<file path="src/rtl/uart_pkg.sv">
// Shared definitions for the UART transceiver: parity modes, FSM state codes
// and the parity helper used by both the transmit and receive paths.
// Ports: none (package).
package uart_pkg;

  // Parity mode selectors.
  localparam logic [1:0] PAR_NONE = 2'd0;
  localparam logic [1:0] PAR_EVEN = 2'd1;
  localparam logic [1:0] PAR_ODD  = 2'd2;

  // Transmit FSM states.
  localparam logic [2:0] TX_IDLE   = 3'd0;
  localparam logic [2:0] TX_START  = 3'd1;
  localparam logic [2:0] TX_DATA   = 3'd2;
  localparam logic [2:0] TX_PARITY = 3'd3;
  localparam logic [2:0] TX_STOP   = 3'd4;

  // Receive FSM states.
  localparam logic [2:0] RX_IDLE   = 3'd0;
  localparam logic [2:0] RX_START  = 3'd1;
  localparam logic [2:0] RX_DATA   = 3'd2;
  localparam logic [2:0] RX_PARITY = 3'd3;
  localparam logic [2:0] RX_STOP   = 3'd4;

  // Parity bit for a data word (zero-extended to 9 bits, so unused upper
  // bits do not affect the result).
  function automatic logic parity_bit(input logic [8:0] data, input logic [1:0] mode);
    case (mode)
      PAR_EVEN: return ^data;
      PAR_ODD:  return ~(^data);
      default:  return 1'b0;
    endcase
  endfunction

endpackage

</file>
<file path="src/rtl/uart_rx_core.sv">
// UART receiver: 2-flop synchroniser, falling-edge start detect, mid-bit sampling FSM.
// Latency: rx_valid at the stop-bit mid-sample, 3 + bits*CLKS_PER_BIT + CLKS_PER_BIT/2 after line falls.
// Backpressure: none; every completed frame is reported as a one-cycle pulse.
// Ports: serial_in (async serial input), rx_data/rx_valid/rx_parity_err/rx_frame_err, busy (FSM not idle).
module uart_rx_core
  import uart_pkg::*;
#(
  parameter int DATA_BITS    = 8,
  parameter int CLKS_PER_BIT = 16,
  parameter int PARITY       = 1
) (
  input  logic                 clk,
  input  logic                 rst,
  input  logic                 serial_in,
  output logic [DATA_BITS-1:0] rx_data,
  output logic                 rx_valid,
  output logic                 rx_parity_err,
  output logic                 rx_frame_err,
  output logic                 busy
);

  localparam int         CNT_W     = $clog2(CLKS_PER_BIT);
  localparam int         BIT_W     = $clog2(DATA_BITS);
  localparam logic [1:0] PMODE     = 2'(PARITY);
  localparam bit         HAS_PAR   = (PMODE != PAR_NONE);
  localparam logic [CNT_W-1:0] BIT_LAST  = CNT_W'(CLKS_PER_BIT - 1);
  localparam logic [CNT_W-1:0] HALF_LAST = CNT_W'(CLKS_PER_BIT / 2 - 1);
  localparam logic [BIT_W-1:0] WORD_LAST = BIT_W'(DATA_BITS - 1);

  logic                 sync1, sync2, prev;
  logic [2:0]           state;
  logic [CNT_W-1:0]     cnt;
  logic [BIT_W-1:0]     bit_idx;
  logic [DATA_BITS-1:0] shreg;
  logic                 par_rx;

  // Synchroniser and edge-detect flops preset to idle-high so a reset never
  // looks like a start bit.
  always_ff @(posedge clk) begin
    if (rst) begin
      sync1 <= 1'b1;
      sync2 <= 1'b1;
      prev  <= 1'b1;
    end else begin
      sync1 <= serial_in;
      sync2 <= sync1;
      prev  <= sync2;
    end
  end

  always_ff @(posedge clk) begin
    if (rst) begin
      state         <= RX_IDLE;
      cnt           <= '0;
      bit_idx       <= '0;
      shreg         <= '0;
      par_rx        <= 1'b0;
      rx_data       <= '0;
      rx_valid      <= 1'b0;
      rx_parity_err <= 1'b0;
      rx_frame_err  <= 1'b0;
    end else begin
      rx_valid <= 1'b0;
      case (state)
        RX_IDLE: begin
          cnt <= '0;
          if (prev && !sync2) state <= RX_START;
        end
        RX_START: begin
          // A line back high at mid start bit was a glitch: drop silently.
          if (cnt == HALF_LAST) begin
            cnt     <= '0;
            bit_idx <= '0;
            state   <= sync2 ? RX_IDLE : RX_DATA;
          end else begin
            cnt <= cnt + 1'b1;
          end
        end
        RX_DATA: begin
          if (cnt == BIT_LAST) begin
            cnt   <= '0;
            shreg <= {sync2, shreg[DATA_BITS-1:1]};
            if (bit_idx == WORD_LAST) state <= HAS_PAR ? RX_PARITY : RX_STOP;
            else                      bit_idx <= bit_idx + 1'b1;
          end else begin
            cnt <= cnt + 1'b1;
          end
        end
        RX_PARITY: begin
          if (cnt == BIT_LAST) begin
            cnt    <= '0;
            par_rx <= sync2;
            state  <= RX_STOP;
          end else begin
            cnt <= cnt + 1'b1;
          end
        end
        RX_STOP: begin
          if (cnt == BIT_LAST) begin
            cnt           <= '0;
            state         <= RX_IDLE;
            rx_valid      <= 1'b1;
            rx_data       <= shreg;
            rx_parity_err <= HAS_PAR && (par_rx != parity_bit(9'(shreg), PMODE));
            rx_frame_err  <= ~sync2;
          end else begin
            cnt <= cnt + 1'b1;
          end
        end
        default: state <= RX_IDLE;
      endcase
    end
  end

  assign busy = (state != RX_IDLE);

endmodule

</file>
<file path="src/rtl/uart_transceiver.sv">
// UART transceiver: TX FSM, loopback mux into the receiver core, combined busy.
// Latency: tx_line drops the cycle after the handshake; loopback rx_valid follows the frame's stop mid-sample.
// Backpressure: tx_ready is high only while TX is idle; one idle-high cycle separates back-to-back frames.
// Ports: tx_data/tx_valid/tx_ready/tx_line (transmit), rx_line/loopback (receive source),
//        rx_data/rx_valid/rx_parity_err/rx_frame_err (receive result), busy.
module uart_transceiver
  import uart_pkg::*;
#(
  parameter int DATA_BITS    = 8,
  parameter int CLKS_PER_BIT = 16,
  parameter int PARITY       = 1
) (
  input  logic                 clk,
  input  logic                 rst,
  input  logic [DATA_BITS-1:0] tx_data,
  input  logic                 tx_valid,
  output logic                 tx_ready,
  output logic                 tx_line,
  input  logic                 rx_line,
  input  logic                 loopback,
  output logic [DATA_BITS-1:0] rx_data,
  output logic                 rx_valid,
  output logic                 rx_parity_err,
  output logic                 rx_frame_err,
  output logic                 busy
);

  localparam int         CNT_W   = $clog2(CLKS_PER_BIT);
  localparam int         BIT_W   = $clog2(DATA_BITS);
  localparam logic [1:0] PMODE   = 2'(PARITY);
  localparam bit         HAS_PAR = (PMODE != PAR_NONE);
  localparam logic [CNT_W-1:0] BIT_LAST  = CNT_W'(CLKS_PER_BIT - 1);
  localparam logic [BIT_W-1:0] WORD_LAST = BIT_W'(DATA_BITS - 1);

  logic [2:0]           tx_state;
  logic [CNT_W-1:0]     tx_cnt;
  logic [BIT_W-1:0]     tx_bit;
  logic [DATA_BITS-1:0] tx_shreg;
  logic                 tx_par;
  logic                 rx_busy;

  // Held low during reset so no word is accepted in the reset cycle.
  assign tx_ready = (tx_state == TX_IDLE) && !rst;

  // tx_line is registered so the line never glitches between bits.
  always_ff @(posedge clk) begin
    if (rst) begin
      tx_state <= TX_IDLE;
      tx_cnt   <= '0;
      tx_bit   <= '0;
      tx_shreg <= '0;
      tx_par   <= 1'b0;
      tx_line  <= 1'b1;
    end else begin
      case (tx_state)
        TX_IDLE: begin
          tx_line <= 1'b1;
          tx_cnt  <= '0;
          if (tx_valid) begin
            tx_shreg <= tx_data;
            tx_par   <= parity_bit(9'(tx_data), PMODE);
            tx_line  <= 1'b0;
            tx_state <= TX_START;
          end
        end
        TX_START: begin
          if (tx_cnt == BIT_LAST) begin
            tx_cnt   <= '0;
            tx_bit   <= '0;
            tx_line  <= tx_shreg[0];
            tx_state <= TX_DATA;
          end else begin
            tx_cnt <= tx_cnt + 1'b1;
          end
        end
        TX_DATA: begin
          if (tx_cnt == BIT_LAST) begin
            tx_cnt <= '0;
            if (tx_bit == WORD_LAST) begin
              tx_line  <= HAS_PAR ? tx_par : 1'b1;
              tx_state <= HAS_PAR ? TX_PARITY : TX_STOP;
            end else begin
              tx_bit   <= tx_bit + 1'b1;
              tx_shreg <= tx_shreg >> 1;
              tx_line  <= tx_shreg[1];
            end
          end else begin
            tx_cnt <= tx_cnt + 1'b1;
          end
        end
        TX_PARITY: begin
          if (tx_cnt == BIT_LAST) begin
            tx_cnt   <= '0;
            tx_line  <= 1'b1;
            tx_state <= TX_STOP;
          end else begin
            tx_cnt <= tx_cnt + 1'b1;
          end
        end
        TX_STOP: begin
          if (tx_cnt == BIT_LAST) begin
            tx_cnt   <= '0;
            tx_state <= TX_IDLE;
          end else begin
            tx_cnt <= tx_cnt + 1'b1;
          end
        end
        default: begin
          tx_state <= TX_IDLE;
          tx_line  <= 1'b1;
        end
      endcase
    end
  end

  uart_rx_core #(
    .DATA_BITS   (DATA_BITS),
    .CLKS_PER_BIT(CLKS_PER_BIT),
    .PARITY      (PARITY)
  ) u_rx (
    .clk          (clk),
    .rst          (rst),
    .serial_in    (loopback ? tx_line : rx_line),
    .rx_data      (rx_data),
    .rx_valid     (rx_valid),
    .rx_parity_err(rx_parity_err),
    .rx_frame_err (rx_frame_err),
    .busy         (rx_busy)
  );

  assign busy = (tx_state != TX_IDLE) || rx_busy;

endmodule

</file>
<file path="config.mk">
export PLATFORM = sky130hd
export DESIGN_NAME = uart_transceiver
export DESIGN_NICKNAME = d
export VERILOG_FILES = /design/src/rtl/uart_pkg.sv /design/src/rtl/uart_rx_core.sv /design/src/rtl/uart_transceiver.sv
export SDC_FILE = /design/constraint.sdc
export NUM_CORES = 1
export LEC_CHECK = 0
export CELL_PAD_IN_SITES_DETAIL_PLACEMENT = 1
export CELL_PAD_IN_SITES_GLOBAL_PLACEMENT = 2
export CORE_AREA = 2 2 82 99
export DETAILED_ROUTE_END_ITERATION = 10
export DIE_AREA = 0 0 84 101
export PLACE_DENSITY = 0.81
export SYNTH_ARGS = -nofsm -noshare
export SYNTH_HDL_FRONTEND = slang
export SYNTH_SLANG_ARGS = --single-unit
</file>
<file path="constraint.sdc">
create_clock -name clk -period 2.7 [get_ports clk]
set_clock_uncertainty 0.2 [all_clocks]
set_input_delay 0.54 -clock clk [delete_from_list [all_inputs] [get_ports clk]]
set_output_delay 0.54 -clock clk [all_outputs]
set_load 0.03 [all_outputs]
</file>
==> metrics.md <==
| Metric | Value |
|---|---|
| Clk_lat worst skew | 0.31 ns |
| Clock slew at the register clock pins of the worst setup and hold paths | 0.10 ns |
| Max-slew violations | 0 |
| 1st-pass router iterations | 4 |
| Clk root buf | clkbuf_8 |
| Avg WL per Cell | 14.7 um |
| Largest net degree at the start of global routing | 33 |
| Slew @ Worst Pin | 0.528 ns |
| Vias | 2098 |
| PortBufs | 26 |
| Synth Area in Simple Gates | 0.193 |
| Initial DRC count | 58 |
| Ratio of cells with drive above 1 in the final layout | 0.106 |
| Gr usage total | 0.148 |
| Normalized max-slew margin | 0.647 |
| PnR worst setup slack | 0.143 ns |
| Initial antenna violation count | 0 |
| Most common cell after layout, fill and taps aside | dfxtp_1 |
| Placed cells | 387 |
| Drt total wl | 5.80 mm |
| Area of the mapped netlist | 2580 um2 |
| Vias in the first global route | 2175 |
| Row count | 35 |
| Vias per cell | 5.31 |
| Setup crit end kind | output port |
| Starting Density | 0.340 |
| Largest family of logic cells by synthesized area | simple AND/OR/NAND/NOR gates |
| RSZ-0062 raised after global routing | false |
| Worst-path maximum fanout | 12 |
| Post-synthesis mux area share | 0.118 |
| Syn Nets | 296 |
| DRT antenna net count | 0 |
| Longest Clk Path Bufs | 2 |
| Crit path kind | flip-flop to output port |
| CTS tree | built |
| Cts repair resizes | 0 |
| Clock net sink count | 53 |
| Worst endpoint required time | 1.96 ns |
| Min Clock Period, post-route | 2.56 ns |
| Leak Pwr | 1.14 nW |
| FF-to-FF setup slack | 0.57 ns |
| TritonCTS buffer count | 5 |
| Final worst-path cycle share | 0.947 |
| Pwr per Cell Area | 465 nW/um2 |
| Type of element launching the critical path | flip-flop |
| DP HPWL | 4.25 mm |
| Aggregate global routing overflow | 0 |
| Pre-CTS worst setup slack | 0.492 ns |
| VDD IR-drop max | 0.321 mV |
| Final hold violations | 0 |
| Post-Layout Cell Count | 395 |
| Diodes inserted | 0 |
| Routability cong. | 0.743 |
| Mapped Cells | 276 |
| Fmax | 0.391 GHz |
| Chip width | 84 um |
| Synthesis Warnings | 0 |
| Post-layout net count | 322 |
| Most frequent cells in the layout | 53 x dfxtp_1, 39 x nor2_1, 27 x mux2i_1 |
| Die area | 8480 um2 |
| Seq/Total Area, Yosys | 0.412 |
| Distinct cell type count of the synthesized netlist | 49 |
| Final setup TNS | 0 ns |
| Status | completed |
| Area overhead of the layout relative to synthesis | 17.9% |
| FF+latch count, synth | 53 |
| Post-synthesis xor/xnor area fraction | 0.0563 |
| Synthesized-area fraction occupied by adder cells | 0.0340 |
| Drt drc | 0 |
| CTS H-tree depth | 2 |
| Average size of a mapped cell | 9.33 um2 |
| I/O Pins | 27 |
| Die Ht | 101 um |
| Postcts setup bufs | 0 |
| Worst path arrival time | 1.82 ns |
| Final Setup Violations | 0 |
| First-pass GRT wire length | 10.3 mm |
| Power, Total | 1.41 mW |
| Worst hold path class | flip-flop to flip-flop |
| Top_reg_cell synth | dfxtp_1 |
| Post-route cell area | 3040 um2 |
| EDFF count, synth | 0 |
| Ys async rst share | 0 |
| Dpl cell area | 2940 um2 |
| Complex-gate fraction of the synthesized area | 0.144 |
| Core Box Area | 7580 um2 |
| MaxCap Viol Count | 0 |
| Post-CTS Hold Buffers | 0 |
-- Yosys cell counts, types with 2 or more instances --
cell type	instances	share of area
dfxtp_1	53	0.41
nor2_1	39	0.057
mux2i_1	27	0.10
a21oi_1	21	0.041
buf_2	12	0.023
xnor2_1	10	0.034
a311oi_1	9	0.031
nand2_1	9	0.013
nand3_1	9	0.017
ha_1	7	0.034
clkbuf_1	6	0.0087
a22oi_1	5	0.015
inv_1	5	0.0073
nor3b_1	5	0.015
nand4_1	4	0.0097
nor3_1	4	0.0078
o21ai_0	4	0.0078
xor2_1	4	0.014
and3_1	3	0.0073
mux2_2	3	0.013
nor4_1	3	0.0073
a31oi_1	2	0.0049
nand4b_1	2	0.0068
o21a_1	2	0.0058
or2_2	2	0.0049
or3_1	2	0.0049
or3b_1	2	0.0068
-- metrics by stage --
stage | hold WS, ns | utilization
4_1_cts | 0.229 | 0.401
6_report | 0.225 | 0.401
5_1_grt | 0.235 | 0.401
3_5_place_dp | 0.201 | 0.389
2_1_floorplan | 0.189 | -
3_3_place_gp | 0.196 | 0.389
-- path summary, 6_finish.rpt --
kind                                          startpoint                          to  depth (start not counted)
worst min register to register     u_rx.sync1$_SDFF_PP1_       u_rx.sync2$_SDFF_PP1_                          1
worst max-delay path            tx_state[0]$_SDFFE_PP0P_                        busy                          3
worst max register to register  u_rx.cnt[0]$_SDFFE_PP0P_  u_rx.shreg[2]$_SDFFE_PP0P_                          5
worst min-delay path               u_rx.sync1$_SDFF_PP1_       u_rx.sync2$_SDFF_PP1_                          1
-- state kept, by name, indices dropped and copies added, names as in the netlist --
register,cells
tx_bit,3
tx_cnt,4
tx_line,1
tx_par,1
tx_shreg,8
tx_state,3
u_rx.bit_idx,3
u_rx.cnt,4
u_rx.par_rx,1
u_rx.prev,1
u_rx.rx_data,8
u_rx.rx_frame_err,1
u_rx.rx_parity_err,1
u_rx.rx_valid,1
u_rx.shreg,8
u_rx.state,3
u_rx.sync1,1
u_rx.sync2,1
-- report_power, final --
group          leakage (nW)  internal, mW  switching (mW)
clock                0.0447         0.188           0.283
combinational         0.670        0.0622          0.0665
sequential            0.430         0.798          0.0132
total                  1.14          1.05           0.363
-- worst max-delay path: stages, from the launching register on --
cell	delay (ns)
dfxtp_1	0.44
nor3_1	0.31
nand3_1	0.14
clkdlybuf4s50_1	0.61
-- kinds of logic (layout without fill, tap and decap cells) --
group | after synthesis | count (layout)
flops | 53 | 53
fa+ha+maj | 7 | 7
xor+xnor | 15 | 15
compound gates | 54 | 54
buf+inv | 24 | 51
simple gates | 93 | 93
mux | 30 | 30
-- layout make-up --
class	count	area, um2
multi-input cells	199	1410
flip-flops and latches	53	1060
fillers	896	4540
well taps	92	115
clock inverters	3	25.0
inverters	5	18.8
clock buffers	5	68.8
repair buffers	38	343
-- layer usage --
layer | up-vias | share of wire | track usage
li1 | 1047 | - | -
met1 | 1017 | 0.46 | 0.180
met2 | 26 | 0.50 | 0.262
met3 | 8 | 0.022 | 0.0262
met4 | 0 | 0.020 | 0.0583
met5 | - | 0 | 0
(Power assumes the default switching activity.)
==> RTL change 1, RTL diff (config.mk and constraints unchanged) <==
`CLKS_PER_BIT` is set to 16 in 2 places; all go to 8.
--- a/src/rtl/uart_rx_core.sv
+++ b/src/rtl/uart_rx_core.sv
@@ -8,3 +8,3 @@
   parameter int DATA_BITS    = 8,
-  parameter int CLKS_PER_BIT = 16,
+  parameter int CLKS_PER_BIT = 8,
   parameter int PARITY       = 1
--- a/src/rtl/uart_transceiver.sv
+++ b/src/rtl/uart_transceiver.sv
@@ -9,3 +9,3 @@
   parameter int DATA_BITS    = 8,
-  parameter int CLKS_PER_BIT = 16,
+  parameter int CLKS_PER_BIT = 8,
   parameter int PARITY       = 1
Formal check against the unedited RTL: not equivalent (a bounded check fails within 10 cycles, from zero or initial values and one cycle with rst high).
==> RTL change 1 against the unedited design <==
Cell count rose by 3.0%; wire length down 2.2%; sequential cell count shrank 2; setup slack lost 0.013 ns; synthesized area grew 3.8%; final area up 2.3%.
Power is not compared: it rests on default switching activity, and its combinational part moved more than twofold at a synthesized area within 25%.
==> RTL change 1: results (changes against the unedited design) <==
[placed_design] routability cong. 0.758 [+2.1%]
[yosys] Synthesized Nets 319 [+7.8%]
[final_layout] share of final-layout standard cells stronger than drive strength 1 11.1% [+0.55 points]
[final_layout] multi-input combinational cell area 0.00152 mm² [+8.2%]
[detailed_routing] DRC marker count from the first detailed-route iteration 64 [+10%]
[yosys] portion of netlist area occupied by mux cells 9.54% [-2.3 points]
[placed_design] post-placement cell count 399 [+3.1%]
[yosys] part of the Yosys area used for sequential elements 38.2% [-3.0 points]
[final_layout] fraction of area in clock buffers and inverters 3.10% [+0.012 points]
[final_layout] number of non-clock inverters 4 [-1]
[final_layout] buffer count excluding the clock tree in the final layout 37 [-2.6%]
[detailed_routing] Routed WL 5680 µm [-2.2%]
[detailed_routing] routed wirelength normalized by instance count 13.9 µm [-5.1%]
[final_layout] Seq. cell area 0.00102 mm² [-3.8%]
[setup_path] Worst Path Max Fanout 4 [-8]
[status] outcome finished clean
[global_route] largest net degree at the start of global routing 50 [+52%]
[yosys] compound-gate portion of the synthesized area 14.4% [-0.018 points]
[detailed_routing] via density per instance 5.22 [-1.7%]
[placed_design] HPWL after detailed placement 3910 µm [-8.0%]
[sta] transition time of the tightest slew-check pin 0.555 ns [+0.0265 ns]
[yosys] cell types occupying the most area after synthesis sky130_fd_sc_hd__dfxtp_1 38%, sky130_fd_sc_hd__mux2i_1 7.9%, sky130_fd_sc_hd__ha_1 5.6%
[final_layout] buffer share of cell area 10.9% [-0.41 points]
[yosys] synthesized area per cell 9.10 µm² [-2.5%]
[final_layout] Multi-input comb cells 215 [+8.0%]
[global_route] vias in the first global route 2110 [-3.0%]
[clock_network] maximum buffer depth of the clock tree 2 [unchanged]
[detailed_routing] routed length on met2 2740 µm [-5.0%]
[yosys] top post-synthesis cells by count 51 x sky130_fd_sc_hd__dfxtp_1, 34 x sky130_fd_sc_hd__nor2_1, 23 x sky130_fd_sc_hd__a21oi_1
[yosys] arithmetic-cell share of the synthesized area counting full adders, half adders and majority gates 5.61% [+2.2 points]
[final_layout] number of nets in the layout 339 [+5.3%]
[global_route] wire length of the first global-routing pass 9620 µm [-6.6%]
[clock_network] number of sinks driven by the clock tree 51 [-3.8%]
## RTL change 1: per-stage QoR
step                utilization (%)  area (µm²)  hold WS, ns  worst slack, ns
finish                         41.0        3110        0.235            0.130
global route                   41.0        3110        0.262           0.0586
CTS                            41.0        3110        0.251            0.102
detailed placement             39.7        3010        0.231            0.384
global placement               39.7        3010        0.227            0.375
floorplan                         -        2680        0.189            0.199
## RTL change 1: final timing paths
path,end,slack (ns),cells past startpoint
setup / recovery,busy,0.13,3
hold / removal,u_rx.sync2,0.24,1
setup reg to reg,u_rx.state[2],0.63,6
hold reg to reg,u_rx.sync2,0.24,1
## RTL change 1: routing by layer
layer | global-route usage, % | vias up
met4 | 4.84 | 0
met1 | 16.7 | 1029
met2 | 24.9 | 24
li1 | - | 1066
met5 | 0 | -
met3 | 2.46 | 6
## RTL change 1: worst reg2reg max path, delay by kind of cell (launching register included)
kind                       cells  cell delay (ns)
adders and majority gates      2             0.56
AOI/OAI and AO/OA              3             0.56
DFF                            1             0.37
and+or+nand+nor                1             0.29
==> RTL change 2, RTL diff (config.mk and constraints unchanged) <==
Made on the original files. Make the reset (`rst`) asynchronous in 3 clocked blocks. Comments in the files are not updated.
--- a/src/rtl/uart_rx_core.sv
+++ b/src/rtl/uart_rx_core.sv
@@ -38,3 +38,3 @@
   // looks like a start bit.
-  always_ff @(posedge clk) begin
+  always_ff @(posedge clk or posedge rst) begin
     if (rst) begin
@@ -50,3 +50,3 @@
 
-  always_ff @(posedge clk) begin
+  always_ff @(posedge clk or posedge rst) begin
     if (rst) begin
--- a/src/rtl/uart_transceiver.sv
+++ b/src/rtl/uart_transceiver.sv
@@ -45,3 +45,3 @@
   // tx_line is registered so the line never glitches between bits.
-  always_ff @(posedge clk) begin
+  always_ff @(posedge clk or posedge rst) begin
     if (rst) begin
Function: differs if rst is asserted again (counterexample within 4 cycles, from zero or initial values and one cycle with rst high); with rst held inactive, the same outputs for 10 cycles.
==> RTL change 2 against the unedited design <==
Fmax decreased by 2.2%; sequential share of layout area is 6.2 points higher; global-route usage fell by 0.32 points; synthesized area increased by 7.6%; wire length shrank 4.7%; sequential cell count did not move; non-clock buffer count down 4; setup slack worse by 0.058 ns; final area rose by 6.7%; critical path type unchanged; largest cell class unchanged.
Power is not compared: it rests on default switching activity, and its combinational part moved more than twofold at a synthesized area within 25%.
==> RTL change 2: results (changes against the unedited design) <==
[status] outcome finished clean
[final_layout] number of fill cells in the layout 846 [-5.6%]
[setup_path] Slowest cell on crit path sky130_fd_sc_hd__or3_1
[sta] Period minus WS final 2.61 ns [+0.0579 ns]
[yosys] arithmetic-cell share of the synthesized area counting full adders, half adders and majority gates 3.16% [-0.24 points]
[detailed_routing] via density per instance 5.21 [-1.9%]
[yosys] top post-synthesis cells by count 49 x sky130_fd_sc_hd__dfrtp_1, 37 x sky130_fd_sc_hd__mux2_2, 18 x sky130_fd_sc_hd__nor2_1
[final_layout] layout overhead on the synthesized area 16.9%
[placed_design] HPWL after detailed placement 4030 µm [-5.2%]
[final_layout] Multi-input comb cells 173 [-13%]
[yosys] compound-gate portion of the synthesized area 9.93% [-4.5 points]
[detailed_routing] via count 1912 [-8.9%]
[final_layout] number of non-clock inverters 7 [+2]
[setup_path] setup slack, reg-to-reg 0.63 ns [+0.06 ns]
[detailed_routing] WL met1 2380 µm [-11%]
[clock_network] count of instances resized after the clock tree is built 1 [+1]
[yosys] Primary FF master, synth sky130_fd_sc_hd__dfrtp_1
[global_route] vias in the first global route 2081 [-4.3%]
[detailed_routing] DRC marker count from the first detailed-route iteration 86 [+48%]
[yosys] netlist area before placement 0.00277 mm² [+7.6%]
[final_layout] multi-input combinational cell area 0.00134 mm² [-4.6%]
[detailed_routing] routed length on met3 133 µm [+6.4%]
[yosys] portion of netlist area occupied by mux cells 16.5% [+4.7 points]
[yosys] Synthesized Nets 263 [-11%]
[detailed_routing] routed length on met2 2970 µm [+2.9%]
[setup_path] top cell family by delay on the critical path simple AND/OR/NAND/NOR gates
[final_layout] share of final-layout standard cells stronger than drive strength 1 24.4% [+14 points]
[sta] transition time of the tightest slew-check pin 0.443 ns [-0.0850 ns]
[placed_design] Area after DPL 0.00315 mm² [+6.9%]
[placed_design] post-placement cell count 359 [-7.2%]
[global_route] wire length of the first global-routing pass 9970 µm [-3.1%]
[detailed_routing] Routed WL 5530 µm [-4.7%]
[setup_path] start of the worst register-to-register path u_rx.cnt[0]
[clock_network] latest clock arrival within the worst-skew pair 0.31 ns [about the same]
[yosys] Post-synth ARST share 100% [+100 points]
[placed_design] routability cong. 0.749 [+0.82%]
[placed_design] worst slack at placement 0.147 ns [-0.345 ns]
[setup_path] Arr. time, crit path 1.87 ns [+0.05 ns]
[global_route] largest net degree at the start of global routing 36 [+9.1%]
[final_layout] buffer count excluding the clock tree in the final layout 34 [-11%]
[global_route] Total GRT Usage 14.5% [-0.32 points]
[yosys] part of the Yosys area used for sequential elements 48.0% [+6.8 points]
[yosys] synthesized area per cell 11.4 µm² [+22%]
[clock_network] H-tree levels 2 [unchanged]
[final_layout] fraction of area in registers 41.1% [+6.2 points]
[yosys] parity-gate share of the synthesized area counting xor and xnor cells 5.23% [-0.40 points]
[setup_path] Worst Path Max Fanout 3 [-9]
[final_layout] buffer share of cell area 10.3% [-0.94 points]
==> RTL change 2: cell types whose count changed after synthesis, sizes merged, moves of 7 or more <==
cell	before	now
nor2	39	19
nand2	9	16
mux2i	27	3
dfrtp	0	49
dfxtp	53	0
a311oi	9	2
mux2	3	38
a21oi	21	11
o21ai	4	13
==> RTL change 2: layer usage <==
metal / track usage, % / vias to the layer above
met5: 0 / -
li1: - / 919
met2: 26.7 / 30
met3: 2.87 / 4
met1: 17.1 / 959
met4: 4.59 / 0
==> RTL change 2: worst min-delay path by stage <==
stage                from    endpoint  slack [ns]  cells past startpoint
3_5_place_dp   u_rx.sync1  u_rx.sync2        0.15                      0
6_report       u_rx.sync1  u_rx.sync2        0.17                      0
5_1_grt        u_rx.sync1  u_rx.sync2        0.18                      0
3_3_place_gp   u_rx.sync1  u_rx.sync2        0.15                      0
4_1_cts        u_rx.sync1  u_rx.sync2        0.17                      0
2_1_floorplan  u_rx.sync1  u_rx.sync2        0.15                      0
